$ cat src/rtl/pat_gen_seq.sv
// Pattern-generation sequencer: walks NUM_REGS sub-registers and emits addr/pattern beats to the nopg stage.
// Latency: first beat valid the cycle after start is accepted; one beat per cycle; done pulse one cycle after last beat.
// Backpressure: valid/ready; addr, data and idx hold while ready_i is low; nopg_i aborts a run in progress.
module pat_gen_seq #(
    parameter int ADDR_WIDTH          = 32,
    parameter int DATA_WIDTH          = 12,
    parameter int NUM_REGS            = 21,
    parameter int SUB_REGS_DATA_WIDTH = (ADDR_WIDTH > DATA_WIDTH) ? ADDR_WIDTH : DATA_WIDTH,
    parameter int ADDR_STRIDE         = 4
) (
    input  logic                                             clk_i,
    input  logic                                             rst_i,
    input  logic                                             start_i,
    input  logic [ADDR_WIDTH-1:0]                            base_addr_i,
    input  logic [SUB_REGS_DATA_WIDTH-1:0]                   seed_i,
    input  logic [1:0]                                       mode_i,
    input  logic                                             nopg_i,
    input  logic                                             ready_i,
    output logic                                             valid_o,
    output logic [ADDR_WIDTH-1:0]                            si_addr_o,
    output logic [SUB_REGS_DATA_WIDTH-1:0]                   ctl_pat_data_o,
    output logic                                             cfg_pat_gen_o,
    output logic [((NUM_REGS > 1) ? $clog2(NUM_REGS) : 1)-1:0] idx_o,
    output logic                                             busy_o,
    output logic                                             done_o,
    output logic                                             abort_o
);

    localparam int IDX_W = (NUM_REGS > 1) ? $clog2(NUM_REGS) : 1;
    localparam int SW    = SUB_REGS_DATA_WIDTH;

    localparam logic [1:0] ST_IDLE = 2'd0;
    localparam logic [1:0] ST_RUN  = 2'd1;
    localparam logic [1:0] ST_DONE = 2'd2;

    localparam logic [1:0] MODE_INC  = 2'b00;
    localparam logic [1:0] MODE_WALK = 2'b01;
    localparam logic [1:0] MODE_ALT  = 2'b10;

    localparam logic [IDX_W-1:0]      LAST_IDX = IDX_W'(NUM_REGS - 1);
    localparam logic [ADDR_WIDTH-1:0] STRIDE   = ADDR_WIDTH'(ADDR_STRIDE);
    localparam logic [SW-1:0]         PAT_ONE  = SW'(1);

    // FSM and captured run parameters
    logic [1:0]            r_state;
    logic [IDX_W-1:0]      r_idx;
    logic [ADDR_WIDTH-1:0] r_base;
    logic [SW-1:0]         r_seed;
    logic [1:0]            r_mode;

    // Registered outputs
    logic                  r_valid;
    logic                  r_busy;
    logic                  r_cfg;
    logic                  r_done;
    logic                  r_abort;
    logic [ADDR_WIDTH-1:0] r_addr;
    logic [SW-1:0]         r_data;

    // Next-state values; outputs are derived from these so they line up with the state register
    logic [1:0]            w_nxt_state;
    logic [IDX_W-1:0]      w_nxt_idx;
    logic [ADDR_WIDTH-1:0] w_nxt_base;
    logic [SW-1:0]         w_nxt_seed;
    logic [1:0]            w_nxt_mode;
    logic                  w_nxt_abort;
    logic                  w_nxt_run;
    logic [ADDR_WIDTH-1:0] w_offset;
    logic [ADDR_WIDTH-1:0] w_nxt_addr;
    logic [31:0]           w_shamt;
    logic [SW-1:0]         w_pattern;
    logic [SW-1:0]         w_nxt_data;

    // Next-state logic: a last-beat transfer takes priority over a nopg abort
    always_comb begin
        w_nxt_state = r_state;
        w_nxt_idx   = r_idx;
        w_nxt_base  = r_base;
        w_nxt_seed  = r_seed;
        w_nxt_mode  = r_mode;
        w_nxt_abort = 1'b0;
        case (r_state)
            ST_IDLE: begin
                if (start_i && !nopg_i) begin
                    w_nxt_state = ST_RUN;
                    w_nxt_idx   = '0;
                    w_nxt_base  = base_addr_i;
                    w_nxt_seed  = seed_i;
                    w_nxt_mode  = mode_i;
                end
            end
            ST_RUN: begin
                if (ready_i && (r_idx == LAST_IDX)) begin
                    w_nxt_state = ST_DONE;
                    w_nxt_idx   = '0;
                end else if (nopg_i) begin
                    w_nxt_state = ST_IDLE;
                    w_nxt_idx   = '0;
                    w_nxt_abort = 1'b1;
                end else if (ready_i) begin
                    w_nxt_idx = r_idx + 1'b1;
                end
            end
            ST_DONE: begin
                w_nxt_state = ST_IDLE;
            end
            default: begin
                w_nxt_state = ST_IDLE;
                w_nxt_idx   = '0;
            end
        endcase
    end

    // Beat address and pattern word for the next cycle; zeroed whenever no beat is offered
    always_comb begin
        w_nxt_run  = (w_nxt_state == ST_RUN);
        w_offset   = ADDR_WIDTH'(w_nxt_idx) * STRIDE;
        w_nxt_addr = w_nxt_run ? (w_nxt_base + w_offset) : '0;
        w_shamt    = 32'(w_nxt_idx) % 32'(SW);
        case (w_nxt_mode)
            MODE_INC:  w_pattern = w_nxt_seed + SW'(w_nxt_idx);
            MODE_WALK: w_pattern = PAT_ONE << w_shamt;
            MODE_ALT:  w_pattern = w_nxt_idx[0] ? ~w_nxt_seed : w_nxt_seed;
            default:   w_pattern = w_nxt_seed;
        endcase
        w_nxt_data = w_nxt_run ? w_pattern : '0;
    end

    // State, captured parameters and registered outputs
    always_ff @(posedge clk_i) begin
        if (rst_i) begin
            r_state <= ST_IDLE;
            r_idx   <= '0;
            r_base  <= '0;
            r_seed  <= '0;
            r_mode  <= '0;
            r_valid <= 1'b0;
            r_busy  <= 1'b0;
            r_cfg   <= 1'b0;
            r_done  <= 1'b0;
            r_abort <= 1'b0;
            r_addr  <= '0;
            r_data  <= '0;
        end else begin
            r_state <= w_nxt_state;
            r_idx   <= w_nxt_idx;
            r_base  <= w_nxt_base;
            r_seed  <= w_nxt_seed;
            r_mode  <= w_nxt_mode;
            r_valid <= w_nxt_run;
            r_busy  <= w_nxt_run;
            r_cfg   <= w_nxt_run;
            r_done  <= (w_nxt_state == ST_DONE);
            r_abort <= w_nxt_abort;
            r_addr  <= w_nxt_addr;
            r_data  <= w_nxt_data;
        end
    end

    assign valid_o        = r_valid;
    assign busy_o         = r_busy;
    assign cfg_pat_gen_o  = r_cfg;
    assign done_o         = r_done;
    assign abort_o        = r_abort;
    assign si_addr_o      = r_addr;
    assign ctl_pat_data_o = r_data;
    assign idx_o          = r_idx;

endmodule
$ cat config.mk
export PLATFORM = sky130hd
export DESIGN_NAME = pat_gen_seq
export DESIGN_NICKNAME = d
export VERILOG_FILES = /design/src/rtl/pat_gen_seq.sv
export SDC_FILE = /design/constraint.sdc
export NUM_CORES = 1
export LEC_CHECK = 0
export CORE_ASPECT_RATIO = 1.2
export CORE_MARGIN = 2
export CORE_UTILIZATION = 55
export DETAILED_ROUTE_END_ITERATION = 16
export MAX_ROUTING_LAYER = met4
export PLACE_DENSITY = 0.92
export SETUP_SLACK_MARGIN = 0.1
export SLEW_MARGIN = 20
export SYNTH_ARGS = -nofsm -noshare
export SYNTH_HDL_FRONTEND = slang
export SYNTH_SLANG_ARGS = --single-unit
$ cat constraint.sdc
create_clock -name clk_i -period 6.4 [get_ports clk_i]
set_input_delay 1.28 -clock clk_i [delete_from_list [all_inputs] [get_ports clk_i]]
set_output_delay 1.28 -clock clk_i [all_outputs]
set_load 0.005 [all_outputs]
* Yosys cells after proc, flatten, opt, wreduce, memory -nomap -nowiden
Index checks and enable logic that the tools add are counted.
** Word-level totals
- Bits of input ports :: 71
- Logic and storage cells :: 49
- Register bits after elaboration :: 140
** Operators by class
- Bitwise gates (word level) :: 3
- Muxes and demuxes :: 18
- Reductions and logical operators :: 7
- Equality and inequality tests :: 7
- Shift-type cells :: 1
- Add/sub/neg operators :: 3
** Operator list (count)
- 32-bit two-way mux :: 5
- 32-bit case mux with 3 select lines :: 1
- 32-bit by 5-bit adder with 32-bit output :: 1
- 32-bit by 7-bit adder with 32-bit output :: 1
- 32-bit inverter :: 1
- 1-bit by 5-bit left shift with 32-bit output, first input constant :: 1
- 5-bit two-way mux :: 4
- 5-bit case mux with 3 select lines :: 1
- 2-bit two-way mux :: 5
- 2-bit by 1-bit equality test with 1-bit output, second input constant :: 3
- 2-bit equality test, second input constant :: 3
- 5-bit by 1-bit adder with 5-bit output, second input constant :: 1
- 5-bit equality test, second input constant :: 1
- 2-bit zero test :: 2
- 2-bit case mux with 2 select lines :: 1
- 3-bit OR reduction :: 1
- 1-bit logical AND :: 2
- 1-bit inverter :: 2
- 2-bit OR reduction :: 1
- 1-bit zero test :: 1
- 1-bit two-way mux :: 1

* Depth between registers and ports, before layout
Gate-level depths: netlist (run 1).
- Word-level depth :: 7
- Gate-level depth with buffers :: 18
- Depth with buffers taken out :: 15

* Least setup slack after synthesis (run 1)
No wires, ideal clock.
- Path kind :: input -> register
- From :: input port nopg_i
- To :: register r_data[11] (netlist: ctl_pat_data_o[11])
- Path slack :: 1.639 ns
- Arrival :: 4.623 ns
- Cell stages on the path :: 15
- Cell sequence :: nor4b_2 -> buf_4 -> buf_4 -> buf_2 -> buf_4 -> mux2i_1 -> inv_1 -> ha_1 -> a211oi_1 -> o21bai_1 -> a21oi_1 -> clkbuf_1 -> o21ai_0 -> nand3_1 -> a41oi_1
** RTL lines
- start: declaration :: line 17 : input logic nopg_i,
- 1-bit zero test :: line 84 : if (start_i && !nopg_i) begin
- 1-bit logical AND :: line 84
- 32-bit two-way mux :: line 84
- 32-bit two-way mux :: line 82 : case (r_state)
- net w_nxt_seed[1] :: line 64 : logic [SW-1:0] w_nxt_seed;
- 32-bit by 5-bit adder with 32-bit output :: line 121 : MODE_INC: w_pattern = w_nxt_seed + SW'(w_nxt_idx);
- 32-bit case mux with 3 select lines :: line 120 : case (w_nxt_mode)
- end signal: assignment :: line 156 : r_data <= w_nxt_data;
- end: declaration :: line 58 : logic [SW-1:0] r_data;
The timed path passes the listed nets, and every way through them passes these cells.
A chain may end at the register's enable or synchronous reset.

* Final worst setup path (run 1)
- From :: input port nopg_i
- To :: register r_data[24] (netlist: ctl_pat_data_o[24])
** On the way
- Cells in the longest elaborated chain, start to end :: 7
** RTL lines
- parallel branches: the longest is 7 deep, another holds 32-bit by 5-bit adder with 32-bit output
Parallel ways; which one is timed is not known.

==> impl_metrics.toml, run 1 <==
[setup_path]
critPathMaxStageDelay_ps = 570
crit_path_frequent_cell = "buf_4"
path_delay_family = "simple AND/OR/NAND/NOR gates"
critPathArrivalTime_ps = 5310
cp-end-kind = "register"
crit_required_ps = 6710
cp_cell_sequence = "clkdlybuf4s50_1, or3b_2, a2111oi_4, buf_4, nor2_4, clkinv_1, ha_1, inv_1, fa_1, nor2b_1, o31a_1, o22ai_1, buf_4, or4_1, nand3_1, a31oi_1"
crit_slowest_cell = "or3b_2"
critPathBufInv = 5
worst_r2r_path_depth = 15
cp_max_fo = 14
reg2reg_to = "ctl_pat_data_o[24]$_SDFF_PP0_"
r2r-start = "r_state[0]$_SDFF_PP0_"
reg2reg_slack_ps = 2290
startpoint_type = "input port"
path_class = "in -> reg"

[clock_tree]
cts_buffers = 17
clock_path_buffers = 2
post_cts_resize_count = 0
clk_latency_ps = 430
cts.sinks = 140
cts_setup_buffers = 0
clk_pin_slew_ps = 60
cts_root_buf = "clkbuf_16"
cts_tree = "done"
h-tree-depth = 4
holdBufCountCts = 0

[logic_synthesis]
netlist.top_cell.by_area = "dfxtp_1"
avgSynthCellArea_sq_um = 8.26
synth_xor_xnor_area_share = 0.0495
yosys.area.top_type_share = 0.369
synth-seq-cells = 140
synthesis.nets = 1005
synth-edff-count = 0
yosysWarnings = 0
synth.area.top_cells = "dfxtp_1, mux2i_1, nor2_1, nand2_1, xnor2_1"
ys_types = 64
synthCells = 920
ys.flop_type = "dfxtp_1"
async_reset_ff_frac = 0
synth_top_family_by_area = "simple AND/OR/NAND/NOR gates"
synth-simple-area-share = 0.246
muxShareOfSynthArea = 0.0974
yosysSeqAreaShare = 0.369
synth-compound-area-share = 0.169
synth_fa_ha_area_frac = 0.0250
syn_area_sq_mm = 0.00760

[placement]
portBuffers = 144
dpl.hpwl_um = 16200
gp_congestion = 0.927

[floorplanning]
start_util = 0.557
core.rowCount = 47
core-area_sq_mm = 0.0136
die_area_sq_mm = 0.0148
die_y_um = 133
io_pins = 145
dieWidth_um = 111

[power]
p_per_area_mw_per_mm2 = 229
vdd_drop_max_mv = 0.192
total_leakage_power_nw = 3.49
power_mw = 2.23

[hold_path]
min_from = "r_base[3]$_SDFF_PP0_"
holdPathEnd = "r_base[3]$_SDFF_PP0_"
hp-class = "reg -> reg"
hold_depth = 2

[route]
first_iter_violations = 796
vias = 7813
dr.pass1.iters = 5
ant_nets = 0
drcViolationCount = 0
avgRoutedWirePerCell_um = 18.9
routed_wl_um = 23200
via_per_inst = 6.36

[finish]
num_antenna_cells = 0
drive_gt1_frac = 0.0662
layout.nets = 1129
nFillCells = 1058
ff_latch_area_sq_mm = 0.00280
multi_input_area_sq_mm = 0.00449
layout_common_cells = "clkdlybuf4s50_1, dfxtp_1, nor2_1, nand2_1, mux2i_1"
layout_commonest_cell = "clkdlybuf4s50_1"
syn2layout_area_growth_pct = 28.1

[timing]
tightest_slew_ps = 1100
skew_ps = 8.09
post-route-period-util = 0.781
final_hold_viol_count = 0
fin_tns_setup_ps = 0
slew_viol_final = 0
fmax_mhz = 200
rsz0062_at_grt = "false"
min_period_ps = 5000
setup_violations = 0
slew_headroom = 0.263

[global_route]
overflow = 0
antenna_found_initial = 0
first_global_vias = 7556
grt_max_degree = 92
gr-usage-all-layers = 0.323
grt_pass1_wl_um = 37600

[job]
drv_cap = 0

[run_status]
status = "completed"
kinds of logic (layout without fill, tap and decap cells):
logic type,after synthesis,in the layout
flops,140,140
xor+xnor,43,43
fa+ha+maj,14,14
buf+inv,72,209
mux,73,73
compound gates,194,194
simple gates,384,384
per-layer routing:
layer | track usage | share of wire | up-vias | routed length (um)
met1 | 0.359 | 0.37 | 3665 | 8680
li1 | - | - | 3577 | -
met4 | 0.157 | 0.039 | 0 | 907
met3 | 0.0696 | 0.082 | 94 | 1900
met5 | - | 0 | - | 0
met2 | 0.549 | 0.50 | 477 | 11700
sequential cells by signal, indices dropped and copies added, names as in the netlist:
name            flops
ctl_pat_data_o     32
r_base             32
r_seed             32
si_addr_o          32
idx_o               5
r_mode              2
r_state             2
abort_o             1
cfg_pat_gen_o       1
done_o              1
cell usage after synthesis (all sizes together), types with 5 or more instances:
library cell,instances
and4,6
nor3,26
nand2,98
nand4,17
xor2,12
a221oi,9
and3,16
nand3,40
mux2i,65
and2,7
or3,12
nor2,119
mux2,8
a21o,5
buf,22
a31oi,23
ha,12
o211ai,14
o31ai,5
a211oi,6
inv,17
nor4,16
clkbuf,32
dfxtp,140
a22oi,7
or4,6
xnor2,31
o22ai,6
a21oi,45
o21a,6
o21ai,37
power breakdown:
| part | total (mW) | switching [mW] | internal (mW) |
|---|---|---|---|
| Clock | 1.00 | 0.375 | 0.625 |
| Sequential | 0.919 | 0.0166 | 0.902 |
| Combinational | 0.307 | 0.173 | 0.134 |
| Total | 2.23 | 0.565 | 1.66 |
layout make-up:
class | count | area share
multi-input cells | 708 | 0.461
flip-flops and latches | 140 | 0.288
repair buffers | 159 | 0.160
clock buffers | 23 | 0.0511
well taps | 171 | 0.0220
clock inverters | 9 | 0.0110
inverters | 18 | 0.00694
stage by stage:
stage	setup WS [ps]	hold WS [ps]	std cells	instance area [sq um]	utilization
detailed placement	992	465	1196	9130	0.669
finish	1400	473	1228	9740	0.714
floorplan	1640	444	920	7600	-
global route	1150	498	1228	9740	0.714
global placement	1050	450	1196	9130	0.669
CTS	1440	473	1228	9740	0.714
how the worst max path moves through the flow:
stage	start	end	slack, ps	cells after the start
after global placement	nopg_i	ctl_pat_data_o[24]$_SDFF_PP0_	1050	16
after global routing	nopg_i	ctl_pat_data_o[24]$_SDFF_PP0_	1150	14
after detailed placement	nopg_i	ctl_pat_data_o[24]$_SDFF_PP0_	990	16
after CTS	nopg_i	ctl_pat_data_o[24]$_SDFF_PP0_	1440	16
after floorplan	nopg_i	ctl_pat_data_o[11]$_SDFF_PP0_	1640	15
final	nopg_i	ctl_pat_data_o[24]$_SDFF_PP0_	1400	16
worst min-delay path, cell delays in order, from the launching register on:
cell,delay (ps)
dfxtp_1,300
nand2_1,70
a21oi_1,60
(Power assumes the default switching activity.)
==> run 2: changes to the inputs <==
--- a/config.mk
+++ b/config.mk
@@ -7,10 +7,10 @@
 export LEC_CHECK = 0
 export CORE_ASPECT_RATIO = 1.2
 export CORE_MARGIN = 2
-export CORE_UTILIZATION = 55
+export CORE_UTILIZATION = 53
 export DETAILED_ROUTE_END_ITERATION = 16
 export MAX_ROUTING_LAYER = met4
-export PLACE_DENSITY = 0.92
+export PLACE_DENSITY = 0.89
 export SETUP_SLACK_MARGIN = 0.1
 export SLEW_MARGIN = 20
 export SYNTH_ARGS = -nofsm -noshare
==> constraint.sdc (replaced) <==
create_clock -name clk_i -period 4.7 [get_ports clk_i]
set_input_delay 0.94 -clock clk_i [delete_from_list [all_inputs] [get_ports clk_i]]
set_output_delay 0.94 -clock clk_i [all_outputs]
set_load 0.005 [all_outputs]
==> run 2 against run 1 <==
Effect of this change:
- routed wire length rose by 0.87%
- via count rose by 0.86%
- core utilization rose by 0.40 points
- non-clock buffer count rose by 35
- critical path depth fell by 2
- flip-flop and latch count did not move
- clock skew fell by 0.53 ps
- clock power rose by 38%
- design area rose by 2.7%
- largest cell class unchanged
- largest power group unchanged
- highest routed layer unchanged
==> impl_metrics.toml, run 2 (same netlist as run 1, synthesis figures left out) <==
[run_status]
status = "completed"

[global_route]
antenna_found_initial = 0
overflow = 0
gr-usage-all-layers = 0.311
first_global_vias = 7544
grt_pass1_wl_um = 36600
grt_max_degree = 94

[clock_tree]
cts_tree = "done"
h-tree-depth = 4
cts_root_buf = "clkbuf_16"
clk_latency_ps = 430
post_cts_resize_count = 0
cts_setup_buffers = 0
cts_buffers = 17
clk_pin_slew_ps = 60
clock_path_buffers = 2
cts.sinks = 140
holdBufCountCts = 0

[timing]
setup_violations = 0
slew_headroom = 0.411
skew_ps = 7.56
slew_viol_final = 0
final_hold_viol_count = 0
fin_tns_setup_ps = 0
rsz0062_at_grt = "false"
setup_slack_ps = 364
post-route-period-util = 0.923
tightest_slew_ps = 877
fmax_mhz = 231
min_period_ps = 4340
timing.hold.ws_ps = 473

[placement]
portBuffers = 144
dpl_worst_slack_ps = 32.6
dpl.hpwl_um = 16500
gp_congestion = 0.967
dpl_cell_area_sq_mm = 0.00940
dp.cells = 1231

[setup_path]
critPathMaxStageDelay_ps = 540
cp_max_fo = 9
startpoint_type = "input port"
cp_cell_sequence = "clkdlybuf4s50_1, or3b_2, buf_4, a21oi_1, a32oi_2, buf_4, fa_1, nor2b_1, o31a_1, o22ai_1, buf_4, a211oi_1, xor2_1, o22ai_1"
critPathArrivalTime_ps = 4640
reg2reg_to = "ctl_pat_data_o[28]$_SDFF_PP0_"
crit_path_frequent_cell = "buf_4"
reg2reg_slack_ps = 840
crit_slowest_cell = "or3b_2"
worst_r2r_path_depth = 13
crit_required_ps = 5010
r2r-start = "r_state[0]$_SDFF_PP0_"
cp-end-kind = "register"
critPathBufInv = 4
path_delay_family = "compound AO/OA/AOI/OAI gates"
path_class = "in -> reg"

[power]
vdd_drop_max_mv = 0.227
sw_frac_of_total = 0.254
p_per_area_mw_per_mm2 = 306
combPwrFrac = 0.141
power_mw = 3.06
seqPwrFrac = 0.408
p_sw_mw = 0.777
p_int_mw = 2.28
total_leakage_power_nw = 3.66
clkPwrFrac = 0.450

[finish]
layout.nets = 1164
layout_common_cells = "clkdlybuf4s50_1, dfxtp_1, nor2_1, nand2_1, mux2i_1"
design_area_sq_mm = 0.0100
nFillCells = 1034
syn2layout_area_growth_pct = 31.6
stdcell_count = 1262
num_antenna_cells = 0
final_core_util = 0.718
drive_gt1_frac = 0.0935
layout_commonest_cell = "clkdlybuf4s50_1"

[route]
routed_wl_um = 23400
vias = 7880
ant_nets = 0
dr.pass1.iters = 6
via_per_inst = 6.24
drcViolationCount = 0
avgRoutedWirePerCell_um = 18.5
first_iter_violations = 795

[job]
drv_cap = 0

[floorplanning]
dieWidth_um = 113
io_pins = 145
core.rowCount = 47
die_area_sq_mm = 0.0153
die_y_um = 135
core-area_sq_mm = 0.0139
start_util = 0.545

[hold_path]
hold_depth = 2
min_from = "r_seed[31]$_SDFF_PP0_"
holdPathEnd = "r_seed[31]$_SDFF_PP0_"
hp-class = "reg -> reg"
## run 2: cell type report
class | count | area, sq um | share of cell area
Multi-Input combinational cell | 708 | 4490 | 0.448
Sequential cell | 140 | 2800 | 0.280
Timing Repair Buffer | 194 | 1840 | 0.184
Clock buffer | 21 | 460 | 0.0460
Tap cell | 171 | 214 | 0.0214
Clock inverter | 10 | 139 | 0.0139
Inverter | 18 | 67.6 | 0.00675
## run 2: worst max path at each step
stage / cells past startpoint / slack, ps / end / from
after floorplan: 15 / 280 / ctl_pat_data_o[11]$_SDFF_PP0_ / nopg_i
after global placement: 14 / 80 / ctl_pat_data_o[24]$_SDFF_PP0_ / nopg_i
after detailed placement: 14 / 30 / ctl_pat_data_o[24]$_SDFF_PP0_ / nopg_i
after CTS: 14 / 470 / ctl_pat_data_o[24]$_SDFF_PP0_ / nopg_i
after global routing: 15 / 180 / ctl_pat_data_o[28]$_SDFF_PP0_ / nopg_i
final: 14 / 360 / ctl_pat_data_o[28]$_SDFF_PP0_ / nopg_i
## run 2: tightest hold or removal path, cell delays in order (launching register included)
cell and delay [ps]:
dfxtp_1 300, nand2_1 70, a21oi_1 60
## run 2: power by group through the flow
stage,Combinational (mW),Clock [mW],Sequential (mW)
2_1_floorplan,0.247,0,1.27
3_3_place_gp,0.413,0,1.27
3_5_place_dp,0.421,0,1.28
4_1_cts,0.425,1.38,1.25
5_1_grt,0.466,1.44,1.25
6_report,0.433,1.38,1.25
## run 2: layer usage
metal | vias to the layer above | GRT usage | routed length [um]
met3 | 99 | 0.0550 | 1700
met5 | - | - | 0
met4 | 0 | 0.196 | 1170
met1 | 3681 | 0.342 | 8870
li1 | 3646 | - | -
met2 | 454 | 0.521 | 11600
==> edit 1: new RTL, flow settings as in run 1 <==
One comparison of `r_idx` changes from == to >=.
--- a/src/rtl/pat_gen_seq.sv
+++ b/src/rtl/pat_gen_seq.sv
@@ -92,3 +92,3 @@
             ST_RUN: begin
-                if (ready_i && (r_idx == LAST_IDX)) begin
+                if (ready_i && (r_idx >= LAST_IDX)) begin
                     w_nxt_state = ST_DONE;
Check against the original RTL: same outputs for any inputs over 4 cycles, from zero or initial values and one cycle with rst_i high; that may be too few to reach the edited logic, so the function may still have changed.
==> edit 1 against run 1 <==
  * Area after synthesis shrank 0.63%
  * Non-clock buffer count shrank 2
  * Power shrank 1.6%
  * Critical endpoint is now ctl_pat_data_o[23]$_SDFF_PP0_
  * Via count grew 0.23%
  * Die area shrank 0.60%
  * Largest power group unchanged
  * Core utilization grew 1.1 points
  * First-iteration DRC count grew 36%
  * Wire length grew 2.5%
  * Sequential cell count is the same
  * Setup slack lost 0.023 ns
  * Final area shrank 1.1%
==> edit 1: results (changes against run 1) <==
| Metric | Value |
|---|---|
| LEAKAGE | 3.59 nW (+2.9%) |
| Clock slew at reported path FFs | 0.06 ns (about the same) |
| # diodes | 0 (unchanged) |
| Share of cells above drive strength 1 | 0.0727 (+0.00643) |
| Initial antenna violation count | 0 (unchanged) |
| Syn nets | 998 (-0.70%) |
| Fin area | 9640 um2 (-1.1%) |
| Vias per std cell | 6.45 (+1.4%) |
| CP max stage delay | 0.54 ns (-0.03 ns) |
| Worst r2r src | r_state[0]$_SDFF_PP0_ |
| Worst EP arrival | 5.35 ns (+0.04 ns) |
| Number of DRC markers in iteration 0 | 1081 (+36%) |
| Async SR Flop Fraction | 0 (unchanged) |
| Synth unique cells | 76 (+19%) |
| Vias in the first global route | 7552 (-0.053%) |
| Routed WL per cell | 19.6 um (+3.7%) |
| Overall routing resource usage | 0.329 (+0.00637) |
| CTS root buffer | clkbuf_16 |
| Final Skew | 0.00783 ns (-0.000255 ns) |
| Status | completed |
| # port buffers | 144 (unchanged) |
| Min-delay src | r_base[3]$_SDFF_PP0_ |
| Layout fillers | 979 (-7.5%) |
| Worst skew pair latency | 0.44 ns |
| Peak VDD IR | 0.262 mV (+36%) |
| Share of the yosys chip area belonging to registers | 0.371 (+0.00232) |
| DP Area | 9060 um2 (-0.75%) |
| Slowest-stage cell, CP | nor3b_1 |
| Final #Nets | 1118 (-0.97%) |
| Top cells by area, synth | dfxtp_1, mux2i_1, nor2_1, nand2_1, a21oi_1 |
| # Post-CTS Setup Buffers | 0 (unchanged) |
| Main synth FF type | dfxtp_1 |
| Crit path launch | nopg_i |
| First-pass GRT wire length | 37.7 mm (+0.16%) |
| Clk buf depth | 2 (unchanged) |
| Synth cell count leaders | nor2_1, dfxtp_1, nand2_1, mux2i_1, a21oi_1 |
| Worst slew pin tran | 1.03 ns (-0.0720 ns) |
| Maximum number of pins on one net before global-route repair | 82 (-11%) |
| Final HPWL from detailed placement | 16.0 mm (-1.1%) |
| GPL Wtd Cong | 0.978 (+5.5%) |
| Worst Path Max Fanout | 8 (-6) |
## edit 1: changes by cell type after synthesis, sizes merged, moves of 6 or more
cell / run 1 / this run
a31oi: 23 / 15
and3: 16 / 6
mux2i: 65 / 59
nand2: 98 / 83
nor2: 119 / 144
xor2: 12 / 18
## edit 1: power by group
part           leakage, nW  internal, W  total [W]  switching [W]
combinational         2.18     0.000133   0.000316       0.000183
clock                0.280     0.000575   0.000959       0.000384
sequential            1.14     0.000902   0.000917      0.0000146
total                 3.59      0.00161    0.00219       0.000582
## edit 1: layout make-up
type	count	area, um2	area share
sequential	140	2800	0.291
inverter	21	78.8	0.00818
clock buffer	23	488	0.0506
multi-input combinational	696	4430	0.459
clock inverter	9	86.3	0.00896
tap	168	210	0.0218
timing repair buffer	157	1550	0.160
## edit 1: logic make-up after synthesis
kind of cell,count (synthesis),share of synthesized area
and+or+nand+nor,368,0.237
xor gates and xnor gates,45,0.0522
AOI/OAI and AO/OA,206,0.186
buffers and inverters,77,0.0445
adders and majority gates,14,0.0252
DFF,140,0.371
muxes,63,0.0841
## edit 1: path summary, 6_finish.rpt
check,to,slack (ns),cells after the start
setup / recovery,ctl_pat_data_o[23]$_SDFF_PP0_,1.38,13
hold / removal,r_base[3]$_SDFF_PP0_,0.47,2
setup reg to reg,ctl_pat_data_o[28]$_SDFF_PP0_,2.31,11
hold reg to reg,r_base[3]$_SDFF_PP0_,0.47,2
## edit 1: per-layer routing
metal,wire [um],track usage
met5,0,-
met4,1360,0.191
met3,2430,0.0823
met2,11300,0.524
met1,8680,0.376
## edit 1: through the flow
| stage | total power [W] | hold slack [ns] | setup WS (ns) | instances |
|---|---|---|---|---|
| floorplan | 0.00112 | 0.444 | 1.23 | 913 |
| global placement | 0.00123 | 0.451 | 1.14 | 1182 |
| detailed placement | 0.00124 | 0.461 | 1.01 | 1182 |
| CTS | 0.00218 | 0.470 | 1.47 | 1214 |
| global route | 0.00226 | 0.494 | 1.13 | 1214 |
| finish | 0.00219 | 0.474 | 1.38 | 1214 |
## edit 1: worst max-delay path, delay by kind of cell
kind                       cells  cell delay, ns
AOI/OAI and AO/OA              6            1.65
and+or+nand+nor                4            1.25
buffers and inverters          2            0.78
adders and majority gates      1            0.38
==> edit 2: new RTL, config.mk and constraints of run 1 <==
Without the edit above. Change the parameter `ADDR_WIDTH` from 32 to 24.
--- a/src/rtl/pat_gen_seq.sv
+++ b/src/rtl/pat_gen_seq.sv
@@ -4,3 +4,3 @@
 module pat_gen_seq #(
-    parameter int ADDR_WIDTH          = 32,
+    parameter int ADDR_WIDTH          = 24,
     parameter int DATA_WIDTH          = 12,
Interface: changed (resized base_addr_i, ctl_pat_data_o, seed_i and si_addr_o); port bits go from 145 to 113. The function was not compared with the original's and may differ.
==> edit 2 against run 1 <==
  * Final area fell by 24%
  * Sequential cell count down 32
  * Setup slack worse by 0.19 ns
  * Sequential power is 23% lower
  * First-iteration DRC count is 26% lower
  * Area after synthesis down 22%
  * Die area fell by 22%
  * Hold slack worse by 0.0080 ns
  * Critical path depth decreased by 2
  * Wire length decreased by 25%
  * Non-clock buffer count fell by 34
  * Power down 33%
==> edit 2: results (changes against run 1) <==
| Metric | Value |
|---|---|
| Clock slew at reported path FFs | 0.08 ns (+0.02 ns) |
| CTS root buffer | clkbuf_16 |
| Status | completed |
| Sequential cell area share | 0.293 (+0.00500) |
| Vias per std cell | 6.44 (+1.2%) |
| Worst EP arrival | 5.46 ns (+0.15 ns) |
| Crit Reg-Reg Endpoint | si_addr_o[22]$_SDFF_PP0_ |
| Layout fillers | 811 (-23%) |
| Worst skew pair latency | 0.35 ns (-0.08 ns) |
| Flop+latch power | 0.000707 W (-23%) |
| Setup WS pre-CTS | 1.00 ns (+0.00805 ns) |
| Final #Nets | 853 (-24%) |
| Clk power | 0.000536 W (-46%) |
| Number of DRC markers in iteration 0 | 589 (-26%) |
| Reg power frac | 0.474 (+0.061) |
| Nonclk inv count | 22 (+4) |
| Share of the yosys chip area belonging to registers | 0.366 (-0.00295) |
| Hold EP | r_base[2]$_SDFF_PP0_ |
| Slowest-stage cell, CP | a21boi_0 |
| Hold_ws | 0.465 ns (-0.00797 ns) |
| FF+latch count | 108 (-23%) |
| Multi-In Gates | 518 (-27%) |
| # port buffers | 112 (-22%) |
| Min-delay src | r_base[2]$_SDFF_PP0_ |
| Synth Area in Compound Gates | 0.191 (+0.0215) |
| DP Area | 7100 um2 (-22%) |
| Initial antenna violation count | 0 (unchanged) |
| LEAKAGE | 2.73 nW (-22%) |
| Final clock-cell share | 0.0386 (-0.0235) |
| GPL Wtd Cong | 0.996 (+7.4%) |
| Syn nets | 758 (-25%) |
| Peak VDD IR | 0.131 mV (-32%) |
| Share of cells above drive strength 1 | 0.0749 (+0.00865) |
| Vias in the first global route | 5794 (-23%) |
| Inst Count DP | 902 (-25%) |
| CTS H-tree lvls | 3 (-1) |
| Maximum number of pins on one net before global-route repair | 75 (-18%) |
| Synth-to-layout area growth | 24.9% |
| Non-Filler Instances | 917 (-25%) |
| Worst Path Max Fanout | 8 (-6) |
| Setup slack, reg-to-reg | 2.16 ns (-0.13 ns) |
| Overall routing resource usage | 0.304 (-0.0187) |
| Multi-input logic portion of the cell area | 0.470 (+0.00871) |
| Worst slew pin tran | 0.928 ns (-0.173 ns) |
| Synth top area share | 0.366 (-0.00295) |
| Int Power | 0.00107 W (-35%) |
| Final worst slack | 1.21 ns (-0.189 ns) |
| Synth unique cells | 73 (+14%) |
| Final HPWL from detailed placement | 12.3 mm (-24%) |
| Mean Syn Cell Area | 8.58 um2 (+3.8%) |
| Data buffer area share | 0.166 (+0.00571) |
| Delay-heaviest family, CP | compound AO/OA/AOI/OAI gates |
| Synth cell count leaders | dfxtp_1, nor2_1, nand2_1, mux2i_1 |
| Adder-cell share of the synthesized area | 0.0322 (+0.00715) |
| Total CTS buffers | 9 (-8) |
| Top cells by area, synth | dfxtp_1, mux2i_1, nor2_1, nand2_1, ha_1 |
==> edit 2: changes by cell type in the layout (fill, tap and decap cells not counted), moves of 8 or more <==
| cell | run 1 | this run |
|---|---|---|
| mux2i_1 | 65 | 53 |
| nand3_1 | 40 | 29 |
| clkdlybuf4s50_1 | 143 | 111 |
| nor4_1 | 16 | 5 |
| dfxtp_1 | 140 | 108 |
| o211ai_1 | 14 | 6 |
| nor2_1 | 117 | 76 |
| nand2_1 | 98 | 67 |
| and3_1 | 16 | 7 |
| clkbuf_16 | 17 | 9 |
| o21ai_0 | 34 | 24 |
| xnor2_1 | 31 | 10 |
| a31oi_1 | 23 | 9 |
| a21oi_1 | 45 | 29 |
==> edit 2: per-layer routing <==
layer / vias to the layer above / routed length [um] / global-route usage
met5: - / 0 / -
li1: 2704 / - / -
met4: 0 / 1000 / 0.183
met3: 83 / 1310 / 0.0380
met2: 337 / 8560 / 0.505
met1: 2781 / 6550 / 0.348
